[config.mk]
export PLATFORM = sky130hd
export DESIGN_NAME = usb_tx_packetizer
export DESIGN_NICKNAME = d
export VERILOG_FILES = /design/src/rtl/usb_tx_packetizer.sv
export SDC_FILE = /design/constraint.sdc
export NUM_CORES = 1
export LEC_CHECK = 0
export ABC_CLOCK_PERIOD_IN_PS = 2600
export CORE_UTILIZATION = 55
export CTS_CLUSTER_DIAMETER = 100
export DETAILED_ROUTE_END_ITERATION = 7
export PLACE_DENSITY = 0.84
export REMOVE_ABC_BUFFERS = 1
export SLEW_MARGIN = 5
export SYNTH_ARGS = -nofsm -noshare
export SYNTH_HDL_FRONTEND = slang
export SYNTH_SLANG_ARGS = --single-unit
[constraint.sdc]
create_clock -name clk -period 2.6 [get_ports clk]
set_clock_uncertainty 0.1 [all_clocks]
set_input_delay 0.39 -clock clk [delete_from_list [all_inputs] [get_ports clk]]
set_output_delay 0.39 -clock clk [all_outputs]
set_load 0.02 [all_outputs]
[src/rtl/usb_tx_packetizer.sv]
// usb_tx_packetizer: assembles USB packets (SYNC, PID, body, CRC, EOP) and
// hands them one byte at a time to the NRZI line transmitter via toggle
// handshakes. Bit stuffing and NRZI coding happen downstream.
//
// Handshake semantics:
//   tx byte path : a byte is outstanding while tx_wr != ack_s. A new byte is
//                  loaded into tx_byte only when nothing is outstanding and no
//                  load is pending; tx_wr is inverted on the following cycle.
//                  tx_byte is stable while a byte is outstanding.
//   tx eop path  : tx_eop is inverted once per packet after the last byte is
//                  acknowledged; the packet completes when eack_s == tx_eop.
//   payload path : a byte transfers on a cycle where dat_valid && dat_ready.
module usb_tx_packetizer #(
  parameter logic [7:0] SYNC_BYTE   = 8'h80,
  parameter int         SYNC_STAGES = 2
) (
  input  logic       clk,
  input  logic       rst_n,
  input  logic       pkt_start,
  input  logic [1:0] pkt_type,
  input  logic [3:0] pkt_pid,
  input  logic [6:0] tok_addr,
  input  logic [3:0] tok_endp,
  input  logic       pkt_zlp,
  input  logic       dat_valid,
  input  logic       dat_last,
  input  logic [7:0] dat_byte,
  output logic       dat_ready,
  output logic [7:0] tx_byte,
  output logic       tx_wr,
  input  logic       tx_wr_ack,
  output logic       tx_eop,
  input  logic       tx_eop_ack,
  output logic       busy,
  output logic       pkt_done,
  output logic [3:0] dbg_state
);

  typedef enum logic [3:0] {
    S_IDLE, S_SYNC, S_PID, S_TOK1, S_TOK2,
    S_DATA, S_CRCL, S_CRCH, S_EOP, S_DONE
  } state_t;

  state_t                 state;
  logic [SYNC_STAGES-1:0] ack_sync;
  logic [SYNC_STAGES-1:0] eack_sync;
  logic                   ack_s;
  logic                   eack_s;
  logic                   pend;
  logic                   eop_sent;
  logic [1:0]             r_type;
  logic [3:0]             r_pid;
  logic [6:0]             r_addr;
  logic [3:0]             r_endp;
  logic                   r_zlp;
  logic [15:0]            crc16;
  logic [4:0]             crc5;
  logic [7:0]             tok2_byte;
  logic                   can_load;

  // CRC5 over {endp, addr}, bit 0 first (addr[0] .. endp[3]).
  function automatic logic [4:0] crc5_calc(input logic [10:0] d);
    logic [4:0] c;
    logic       fb;
    c = 5'h1f;
    for (int i = 0; i < 11; i++) begin
      fb = d[i] ^ c[4];
      c  = {c[3:0], 1'b0} ^ (fb ? 5'h05 : 5'h00);
    end
    return c;
  endfunction

  // Reflected CRC-16/USB update with one byte, LSB first.
  function automatic logic [15:0] crc16_next(input logic [15:0] c_in, input logic [7:0] b);
    logic [15:0] c;
    c = c_in ^ {8'h00, b};
    for (int i = 0; i < 8; i++) begin
      c = c[0] ? ((c >> 1) ^ 16'hA001) : (c >> 1);
    end
    return c;
  endfunction

  assign ack_s     = ack_sync[SYNC_STAGES-1];
  assign eack_s    = eack_sync[SYNC_STAGES-1];
  assign can_load  = !pend && (tx_wr == ack_s);
  assign dat_ready = (state == S_DATA) && can_load;
  assign dbg_state = state;
  assign crc5      = crc5_calc({r_endp, r_addr});
  // First CRC bit on the wire is ~crc5[4], which must sit at byte bit 3.
  assign tok2_byte = {~crc5[0], ~crc5[1], ~crc5[2], ~crc5[3], ~crc5[4], r_endp[3:1]};

  // Bring the asynchronous acknowledge toggles into the clk domain.
  always_ff @(posedge clk or negedge rst_n) begin
    if (!rst_n) begin
      ack_sync  <= '0;
      eack_sync <= '0;
    end else begin
      ack_sync  <= {ack_sync[SYNC_STAGES-2:0], tx_wr_ack};
      eack_sync <= {eack_sync[SYNC_STAGES-2:0], tx_eop_ack};
    end
  end

  // Packet sequencer: loads bytes, toggles strobes, tracks CRCs.
  always_ff @(posedge clk or negedge rst_n) begin
    if (!rst_n) begin
      state    <= S_IDLE;
      tx_byte  <= 8'h00;
      tx_wr    <= 1'b0;
      tx_eop   <= 1'b0;
      busy     <= 1'b0;
      pkt_done <= 1'b0;
      pend     <= 1'b0;
      eop_sent <= 1'b0;
      r_type   <= 2'd0;
      r_pid    <= 4'd0;
      r_addr   <= 7'd0;
      r_endp   <= 4'd0;
      r_zlp    <= 1'b0;
      crc16    <= 16'hFFFF;
    end else begin
      pkt_done <= 1'b0;
      // A byte loaded last cycle is strobed now.
      if (pend) begin
        tx_wr <= ~tx_wr;
        pend  <= 1'b0;
      end
      case (state)
        S_IDLE: begin
          if (pkt_start) begin
            r_type   <= pkt_type;
            r_pid    <= pkt_pid;
            r_addr   <= tok_addr;
            r_endp   <= tok_endp;
            r_zlp    <= pkt_zlp;
            crc16    <= 16'hFFFF;
            eop_sent <= 1'b0;
            busy     <= 1'b1;
            state    <= S_SYNC;
          end
        end
        S_SYNC: begin
          if (can_load) begin
            tx_byte <= SYNC_BYTE;
            pend    <= 1'b1;
            state   <= S_PID;
          end
        end
        S_PID: begin
          if (can_load) begin
            tx_byte <= {~r_pid, r_pid};
            pend    <= 1'b1;
            case (r_type)
              2'd1:    state <= S_TOK1;
              2'd2:    state <= r_zlp ? S_CRCL : S_DATA;
              default: state <= S_EOP;
            endcase
          end
        end
        S_TOK1: begin
          if (can_load) begin
            tx_byte <= {r_endp[0], r_addr};
            pend    <= 1'b1;
            state   <= S_TOK2;
          end
        end
        S_TOK2: begin
          if (can_load) begin
            tx_byte <= tok2_byte;
            pend    <= 1'b1;
            state   <= S_EOP;
          end
        end
        S_DATA: begin
          if (dat_valid && dat_ready) begin
            tx_byte <= dat_byte;
            pend    <= 1'b1;
            crc16   <= crc16_next(crc16, dat_byte);
            if (dat_last) state <= S_CRCL;
          end
        end
        S_CRCL: begin
          if (can_load) begin
            tx_byte <= ~crc16[7:0];
            pend    <= 1'b1;
            state   <= S_CRCH;
          end
        end
        S_CRCH: begin
          if (can_load) begin
            tx_byte <= ~crc16[15:8];
            pend    <= 1'b1;
            state   <= S_EOP;
          end
        end
        S_EOP: begin
          if (!eop_sent) begin
            if (can_load) begin
              tx_eop   <= ~tx_eop;
              eop_sent <= 1'b1;
            end
          end else if (eack_s == tx_eop) begin
            pkt_done <= 1'b1;
            state    <= S_DONE;
          end
        end
        S_DONE: begin
          busy  <= 1'b0;
          state <= S_IDLE;
        end
        default: state <= S_IDLE;
      endcase
    end
  end

endmodule

Yosys cells after proc, flatten, opt, wreduce, memory -nomap -nowiden
Index checks and enable logic that the tools add are counted.
{ "word_totals": {"regBits": 56, "latch_bits": 0, "ramBits": 0, "rom_bits": 0, "inputBits": 33, "output_inout_bits": 17, "memories": 0} }
{ "op_classes": {"n_addsub": 0, "mul": 0, "n_div": 0, "n_lt_le_gt_ge": 0, "eq_ne": 25, "shift": 0, "mux": 54, "bitwise_logic": 41, "reduce_logical": 18} }
{ "ops": {"columns": ["op", "count"], "rows": [
  ["$mux W16", 10],
  ["$mux W8", 7],
  ["$pmux W8 S7", 1],
  ["$xor A5 B3 Y5", 10],
  ["$mux W4", 10],
  ["$mux W3", 11],
  ["$pmux W16 S2", 1],
  ["$pmux W4 S8", 1],
  ["$not A2 Y3", 8],
  ["$ne A2 B2 Y1 const B", 10],
  ["$eq A4 B3 Y1 const B", 4],
  ["$not A8 Y8", 2],
  ["$xor A16 B8 Y16", 1],
  ["$reduce_and A10 Y1", 1],
  ["$xor A1 B1 Y1", 10],
  ["$eq A4 B2 Y1 const B", 2],
  ["$eq A4 B4 Y1 const B", 2],
  ["$mux W1", 8],
  ["$not A1 Y1", 8],
  ["$pmux W4 S2", 1],
  ["$reduce_and A8 Y1", 1],
  ["$reduce_bool A7 Y1", 1],
  ["$pmux W1 S2", 3],
  ["$reduce_and A2 Y1", 3],
  ["15 further kinds", 22]
]} }

Depth between registers and ports, before layout
Gate-level depths: netlist of the first run.
{ "depth": {"word_depth": 35, "depth_mapped": 8, "depth_no_buf": 7} }

Worst setup path before layout of the first run
No wires, ideal clock.
{ "synth_timing": {"path_kind": "register to output", "from": "reg tx_wr", "to": "out dat_ready", "arrival_ns": 1.522, "required_time_ns": 2.110, "path_slack_ns": 0.588, "stages_incl_launch_ff": 5, "n_path_buf": 1, "cell_sequence": "dfrtp_1 xor2_1 or2_1 buf_4 nor3_1"} }
{ "synth_via": {"elab_chain_len": 3} }
{ "synth_lines": {"columns": ["element", "line_no", "text"], "rows": [
  ["start, declared", "30", "output logic tx_wr,"],
  ["start signal, assigned", "124", "tx_wr <= ~tx_wr;"],
  ["$eq A1 B1 Y1", "85", "assign can_load = !pend && (tx_wr == ack_s);"],
  ["$logic_and A1 B1 Y1", "85", null],
  ["$logic_and A1 B1 Y1", "86", "assign dat_ready = (state == S_DATA) && can_load;"],
  ["end, declared", "28", "output logic dat_ready,"]
]} }
No other way between the ends.

Worst setup path after layout of the first run
{ "layout_timing": {"from": "reg state[2], in the netlist dbg_state[2]", "to": "out dbg_state[2]"} }
{ "layout_rtl": {"columns": ["element", "line_no", "text"], "rows": [
  ["start, declared", "44", "state_t state;"],
  ["start signal, assigned", "154", "2'd2: state <= r_zlp ? S_CRCL : S_DATA;"],
  ["end, declared", "36", "output logic [3:0] dbg_state"]
]} }
No word-level cell between the ends.

==> results of run 1 <==
synth_stat cells, types with 2 or more instances:
library cell                instances
sky130_fd_sc_hd__a21oi_1           22
sky130_fd_sc_hd__a222oi_1           2
sky130_fd_sc_hd__a22o_1             5
sky130_fd_sc_hd__a31oi_1            3
sky130_fd_sc_hd__buf_2              8
sky130_fd_sc_hd__buf_4              3
sky130_fd_sc_hd__buf_6              3
sky130_fd_sc_hd__clkbuf_1           3
sky130_fd_sc_hd__dfrtp_1           40
sky130_fd_sc_hd__dfstp_2           16
sky130_fd_sc_hd__ha_1               2
sky130_fd_sc_hd__inv_1             12
sky130_fd_sc_hd__mux2_2            16
sky130_fd_sc_hd__nand2_1           23
sky130_fd_sc_hd__nand2b_1           7
sky130_fd_sc_hd__nand3_1            3
sky130_fd_sc_hd__nand3b_1           2
sky130_fd_sc_hd__nor2_1            27
sky130_fd_sc_hd__nor3_1            19
sky130_fd_sc_hd__o21ai_0           23
sky130_fd_sc_hd__o22ai_1            4
sky130_fd_sc_hd__o2bb2ai_1          7
sky130_fd_sc_hd__or3_1              2
sky130_fd_sc_hd__xnor2_1           28
sky130_fd_sc_hd__xor2_1            12
power by group through the flow:
stage / combinational [mW] / clock, mW / sequential [mW]
floorplan: 2.08 / 0 / 1.73
global placement: 2.99 / 0 / 1.62
detailed placement: 3.06 / 0 / 1.63
CTS: 3.09 / 0.604 / 1.62
global route: 3.43 / 0.632 / 1.67
finish: 3.12 / 0.592 / 1.62
through the flow:
| step | instances | util (%) | hold slack (ns) | power [mW] |
|---|---|---|---|---|
| 2_1_floorplan | 299 | - | -0.00559 | 3.81 |
| 3_3_place_gp | 431 | 67.2 | 0.234 | 4.61 |
| 3_5_place_dp | 431 | 67.2 | 0.240 | 4.69 |
| 4_1_cts | 440 | 69.5 | 0.264 | 5.31 |
| 5_1_grt | 440 | 69.5 | 0.266 | 5.73 |
| 6_report | 440 | 69.5 | 0.261 | 5.34 |
worst max-delay path, stage by stage (launching register included):
cell                              delay (ns)
sky130_fd_sc_hd__dfrtp_1                0.61
sky130_fd_sc_hd__buf_4                  0.23
sky130_fd_sc_hd__clkdlybuf4s50_1        0.60
state kept, by name, summed over array words and instances, names as in the netlist:
| register | count |
|---|---|
| r_addr | 7 |
| pkt_done | 1 |
| r_zlp | 1 |
| ack_sync | 2 |
| tx_wr | 1 |
| eack_sync | 2 |
| eop_sent | 1 |
| pend | 1 |
| busy | 1 |
| tx_eop | 1 |
| crc16 | 16 |
| tx_byte | 8 |
| r_type | 2 |
| r_endp | 4 |
| r_pid | 4 |
| dbg_state | 4 |
timing repair:
action	in CTS	in global routing
endpoints found under the setup margin	0	1
gates resized for setup	0	1
setup buffers	0	0
endpoints found under the hold margin	12	0
hold buffers	1	0
final timing paths:
path	start	to	slack [ns]	depth (start not counted)
max in group asynchronous	rst_n	crc16[12]$_DFFE_PN1P_	1.13	3
min in group asynchronous	rst_n	r_addr[5]$_DFFE_PN0P_	0.43	2
setup / recovery	dbg_state[2]$_DFFE_PN0P_	dbg_state[2]	0.35	2
setup reg to reg	dbg_state[0]$_DFFE_PN0P_	r_pid[2]$_DFFE_PN0P_	0.57	5
hold / removal	eack_sync[0]$_DFF_PN0_	eack_sync[1]$_DFF_PN0_	0.26	0
hold reg to reg	eack_sync[0]$_DFF_PN0_	eack_sync[1]$_DFF_PN0_	0.26	0
area by class of cell:
| class | count | area share, % |
|---|---|---|
| clock buffers | 6 | 2.14 |
| clock inverters | 2 | 0.877 |
| inverters | 12 | 1.17 |
| multi-input cells | 231 | 41.2 |
| flip-flops and latches | 56 | 36.9 |
| well taps | 72 | 2.34 |
| repair buffers | 61 | 15.4 |
logic make-up (layout without fill, tap and decap cells):
family                     after synthesis  in the layout  share of synthesized area (%)
DFF                                     56             56                           44.9
AOI/OAI and AO/OA                       79             79                           15.9
xor gates and xnor gates                44             44                           13.8
adders and majority gates                2              2                          0.790
buffers and inverters                   30             81                           4.98
muxes                                   17             17                           6.01
and+or+nand+nor                         89             89                           13.6
metal layers:
metal  vias up  track usage [%]  routed length, µm
met5         -                0                  0
met1      1234             36.3               3240
li1       1215                -                  -
met3        13             4.12                439
met4         0             9.43                110
met2       101             41.2               3420
==> impl_summary.txt, run 1 <==
----------------------------------------------------
[Run status]
  Run status ... finished, final reports clean

[Synthesis]
  Post-synth top area share ... 31.6%
  Proportion of synthesized chip area in sequential cells ... 44.9%
  Gate Count Post-Synth ... 317
  Register bit total from synthesis ... 56
  Distinct cell type count of the synthesized netlist ... 50
  Average instance area after synthesis ... 9.99 µm²
  Top cell type by total area after synthesis ... sky130_fd_sc_hd__dfrtp_1
  Post-synth ARST share ... 100%
  Number of enable-type register cells in the synthesized netlist ... 0
  Synthesis Warnings ... 0
  Synth Flop Type ... sky130_fd_sc_hd__dfrtp_1
  Area of the mapped netlist ... 3170 µm²
  Main area contributors after synthesis ... sky130_fd_sc_hd__dfrtp_1 32%, sky130_fd_sc_hd__dfstp_2 13%, sky130_fd_sc_hd__xnor2_1 7.7%, sky130_fd_sc_hd__mux2_2 5.7%, sky130_fd_sc_hd__o21ai_0 3.6%

[Worst setup path]
  Largest fanout of any net on the critical path ... 14
  Critical Path Sink Type ... output pin
  Critical path required time ... 2.11 ns
  Critical path data arrival time ... 1.76 ns
  Startpoint-to-endpoint class of the critical path ... register to output pin
  Critical path startpoint category ... register

[GRT]
  Initial antenna violation count ... 0
  Number of global-route vias before repair ... 2477
  Pin count of the biggest net entering global routing ... 39
  Global route total overflow ... 0
  First-pass GRT wire length ... 12100 µm
  Global-route usage over all layers ... 26.1%

[Floorplan]
  Die extent in x ... 77.9 µm
  Starting density of the core ... 57.1%
  Die area ... 6060 µm²
  CORE AREA ... 5540 µm²
  Count of boundary I/O pins ... 50
  Row Count ... 27
  Die Y-Extent ... 77.9 µm

[Timing]
  Final count of hold timing violations ... 0
  Max-slew headroom ... 68.5%
  Slack of the critical path ... 0.354 ns
  Upper clock frequency limit ... 445 MHz
  Least-Margin Pin Slew ... 0.473 ns
  Final period util ... 86.4%
  Final total negative setup slack ... 0 ns
  Count of pins over their slew limit ... 0
  RSZ-0062 raised after global routing ... no
  Setup violations, final ... 0
  Time the final worst path needs with I/O delays and setup ... 2.25 ns

[Clock tree]
  Worst skew pair latency ... 0.31 ns
  Clock-pin slew reported for the worst setup and hold paths after clock tree synthesis ... 0.10 ns
  Maximum number of buffers from clock root to sink ... 2
  Root cell of the clock tree ... sky130_fd_sc_hd__clkbuf_8
  Number of buffers created by CTS ... 5
  H-Tree Depth ... 2
  CTS tree ... done
  Clk sink count ... 56

[Layout]
  Area used by sequential logic in the layout ... 1420 µm²
  Multi-input gate area ... 1590 µm²
  Commonest non-fill, non-tap cells in the layout ... 47 x sky130_fd_sc_hd__clkdlybuf4s50_1, 40 x sky130_fd_sc_hd__dfrtp_1, 28 x sky130_fd_sc_hd__xnor2_1
  Final-layout fill cell count ... 413
  Layout overhead on the synthesized area ... 21.7%
  Antenna cell count ... 0
  Fraction of final layout cells with drive strength greater than 1 ... 15.2%
  Total Nets Final ... 402
  Commonest non-fill, non-tap cell in the layout ... sky130_fd_sc_hd__clkdlybuf4s50_1
  Summed area of non-filler cells in the final layout ... 3850 µm²

[Power]
  Share of total power consumed by net switching ... 41.6%
  Share of total power in sequential cells ... 30.4%
  Switching power total ... 2.22 mW
  Internal power ... 3.12 mW
  Leakage ... 1.56 nW
  Part of the power in the clock network ... 11.1%
  Worst vdd rail ir drop ... 877 µV
  Pwr/cell area ... 1390 nW/µm²
  Portion of total power attributed to combinational logic ... 58.5%

[Detailed routing]
  Wirelength per Cell ... 16.4 µm
  Antenna-violating nets left ... 0
  Via density per instance ... 5.83
  DR vias ... 2563
  Total iterations of the first detailed-routing run ... 6
  Number of remaining DRC errors ... 0
  Post-Route WL ... 7210 µm
  Number of DRC markers in iteration 0 ... 217

[Placement]
  Detail Placement HPWL ... 5270 µm
  GP Congestion ... 0.922
  IO buf count ... 49
  Instance area after placement ... 3720 µm²
  Minimum setup slack after placement ... 0.291 ns

[Run]
  Max-cap check violation count ... 0

[Min path]
  Kind of path behind the tightest hold check ... register to register

----------------------------------------------------
Note: power is estimated with default switching activity, not from simulation.
==> run 2, diff against run 1 <==
==> constraint.sdc (replaced) <==
create_clock -name clk -period 2.6 [get_ports clk]
set_clock_uncertainty 0.1 [all_clocks]
set_input_delay 0.52 -clock clk [delete_from_list [all_inputs] [get_ports clk]]
set_output_delay 0.52 -clock clk [all_outputs]
set_load 0.02 [all_outputs]
==> run 2 against run 1 <==
Count of clock-buffer cells in the layout down 1. Critical path type unchanged. Largest cell class unchanged. Critical path depth unchanged. Combinational power up 2%.
==> impl_summary.txt, run 2 (synthesis results as in run 1) <==
----------------------------------------------------
[Power]
  Leakage ... 1.55 nW (-0.66%)
  Total design power ... 5.24 mW (-1.8%)
  Switching power total ... 2.23 mW (+0.48%)
  Part of the power in the clock network ... 8.7% (-2.4 points)
  Portion of total power attributed to combinational logic ... 60.9% (+2.4 points)
  Worst vdd rail ir drop ... 740 µV (-16%)
  Share of total power consumed by net switching ... 42.6% (+0.98 points)
  Share of total power in sequential cells ... 30.4% (about the same)
  Pwr/cell area ... 1370 nW/µm² (-1.2%)
  Internal power ... 3.01 mW (-3.5%)

[Layout]
  Antenna cell count ... 0 (unchanged)
  Number of flip-flops under the largest register name ... 16 (unchanged)
  Registers with the highest flip-flop counts ... crc16 x16, tx_byte x8, r_addr x7
  Commonest non-fill, non-tap cells in the layout ... 47 x sky130_fd_sc_hd__clkdlybuf4s50_1, 40 x sky130_fd_sc_hd__dfrtp_1, 28 x sky130_fd_sc_hd__xnor2_1
  Fraction of final layout cells with drive strength greater than 1 ... 15.5% (+0.27 points)
  Layout overhead on the synthesized area ... 20.9%
  Total Nets Final ... 402 (unchanged)
  Top register by number of flip-flops ... crc16
  Final-layout fill cell count ... 433 (+4.8%)
  Commonest non-fill, non-tap cell in the layout ... sky130_fd_sc_hd__clkdlybuf4s50_1

[Timing]
  Setup violations, final ... 0 (unchanged)
  Final period util ... 88.6% (+2.2 points)
  Count of pins over their slew limit ... 0 (unchanged)
  Upper clock frequency limit ... 434 MHz (-2.5%)
  Time the final worst path needs with I/O delays and setup ... 2.30 ns (+0.0567 ns)
  Max-slew headroom ... 70.7% (+2.3 points)
  Final count of hold timing violations ... 0 (unchanged)
  RSZ-0062 raised after global routing ... no
  Final total negative setup slack ... 0 ns (unchanged)
  Slack of the critical path ... 0.297 ns (-0.0567 ns)
  Least-Margin Pin Slew ... 0.437 ns (-0.0357 ns)

[Worst setup path]
  Path depth of the worst reg2reg path ... 5 (unchanged)
  Worst flop-to-flop path startpoint ... dbg_state[2]$_DFFE_PN0P_
  Endpoint of the worst-slack reg-to-reg timing path ... dbg_state[0]$_DFFE_PN0P_
  Startpoint-to-endpoint class of the critical path ... register to output pin
  Critical path data arrival time ... 1.68 ns (-0.08 ns)
  Setup slack of the worst register-to-register path ... 0.55 ns (-0.02 ns)
  Critical path required time ... 1.98 ns (-0.13 ns)
  Critical Path Sink Type ... output pin
  Critical path startpoint category ... register
  Top cell family by delay on the critical path ... buffers and inverters
  Slowest stage cell, crit path ... sky130_fd_sc_hd__clkdlybuf4s50_1
  Count of cell instances traversed by the critical path ... 2 (unchanged)
  Delay of the slowest cell on the worst path ... 0.67 ns (+0.06 ns)
  Largest fanout of any net on the critical path ... 32 (+18)
  Cell-by-cell trace of the critical path ... buf_4 -> clkdlybuf4s50_1
  Buffers & Inverters on Critical Path ... 2 (unchanged)

[Floorplan]
  Die extent in x ... 77.9 µm (unchanged)
  Row Count ... 27 (unchanged)
  Count of boundary I/O pins ... 50 (unchanged)
  Die area ... 6060 µm² (unchanged)
  Die Y-Extent ... 77.9 µm (unchanged)
  Starting density of the core ... 57.1% (unchanged)
  CORE AREA ... 5540 µm² (unchanged)

[Clock tree]
  Post-cts gate resize count ... 0 (unchanged)
  Maximum number of buffers from clock root to sink ... 2 (unchanged)
  Clock-pin slew reported for the worst setup and hold paths after clock tree synthesis ... 0.10 ns (about the same)
  Number of buffers created by CTS ... 5 (unchanged)
  Buffers inserted during post-CTS setup optimization ... 0 (unchanged)
  Worst skew pair latency ... 0.31 ns (about the same)
  Clk sink count ... 56 (unchanged)
  Post-cts hold buffer count ... 0 (-1)
  Root cell of the clock tree ... sky130_fd_sc_hd__clkbuf_8
  H-Tree Depth ... 2 (unchanged)
  CTS tree ... done

[Placement]
  IO buf count ... 49 (unchanged)
  GP Congestion ... 0.909 (-1.4%)
  Detail Placement HPWL ... 5500 µm (+4.3%)
  Minimum setup slack after placement ... 0.136 ns (-0.155 ns)

[GRT]
  Met1 global-route usage ... 35.7% (-0.55 points)
  Met2 GRT Util ... 43.9% (+2.7 points)
  Global-route layer with the greatest usage ... met2
  Global-route usage over all layers ... 27.0% (+0.96 points)
  Number of global-route vias before repair ... 2545 (+2.7%)
  Global route total overflow ... 0 (unchanged)
  Initial antenna violation count ... 0 (unchanged)
  Met3 Track Usage GR ... 5.18% (+1.1 points)
  First-pass GRT wire length ... 12400 µm (+2.7%)
  Pin count of the biggest net entering global routing ... 33 (-15%)

[Run status]
  Run status ... finished, final reports clean

[Detailed routing]
  Total iterations of the first detailed-routing run ... 5 (-1)
  Number of remaining DRC errors ... 0 (unchanged)
  DR vias ... 2597 (+1.3%)
  Via density per instance ... 5.90 (+1.3%)
  Number of DRC markers in iteration 0 ... 289 (+33%)
  Antenna-violating nets left ... 0 (unchanged)
  Wirelength per Cell ... 17.0 µm (+3.6%)
  Post-Route WL ... 7470 µm (+3.6%)

[Run]
  Max-cap check violation count ... 0 (unchanged)

[Min path]
  Kind of path behind the tightest hold check ... primary input to async pin

----------------------------------------------------
run 2: cell count changes in the layout (fill, tap and decap cells not counted):
cell                            delta
sky130_fd_sc_hd__buf_12            +1
sky130_fd_sc_hd__bufinv_16         -1
sky130_fd_sc_hd__dlygate4sd3_1     -1
sky130_fd_sc_hd__clkinv_2          +2
sky130_fd_sc_hd__clkbuf_8          -1
run 2: power groups by stage:
stage	Sequential (mW)	Combinational [mW]	Clock [mW]
global placement	1.59	3.04	0
detailed placement	1.61	3.13	0
CTS	1.59	3.16	0.465
floorplan	1.73	2.08	0
finish	1.59	3.19	0.458
global route	1.64	3.44	0.499
run 2: per-stage QoR:
step / area (µm²) / std cells / util, % / hold slack (ns)
final: 3830 / 440 / 69.1 / 0.0354
after global routing: 3830 / 440 / 69.1 / 0.0545
after CTS: 3830 / 440 / 69.1 / 0.0409
after detailed placement: 3740 / 432 / 67.6 / 0.240
after global placement: 3740 / 432 / 67.6 / 0.234
after floorplan: 3050 / 299 / - / 0.124
run 2: layer usage:
layer | part of all wire [%] | wire length (µm)
met3 | 7.1 | 531
met2 | 48 | 3610
met5 | 0 | 0
met1 | 42 | 3170
met4 | 2.1 | 155
run 2: final cells by class:
cell class              count  area (µm²)  share of cell area [%]
multi-input cells         231        1590                    41.4
flip-flops and latches     56        1420                    37.1
repair buffers             61         603                    15.8
well taps                  72        90.1                    2.35
clock buffers               5        68.8                    1.80
inverters                  12        45.0                    1.18
clock inverters             3        13.8                   0.359
run 2: worst max path at each step:
stage / from / slack (ns) / end
floorplan: dbg_state[2]$_DFFE_PN0P_ / 0.21 / r_addr[0]$_DFFE_PN0P_
global placement: dat_byte[5] / 0.20 / crc16[15]$_DFFE_PN1P_
detailed placement: dat_byte[5] / 0.14 / crc16[15]$_DFFE_PN1P_
CTS: tx_wr$_DFFE_PN0P_ / 0.007 / dat_ready
global route: dbg_state[2]$_DFFE_PN0P_ / 0.24 / dbg_state[2]
finish: dbg_state[2]$_DFFE_PN0P_ / 0.30 / dbg_state[2]
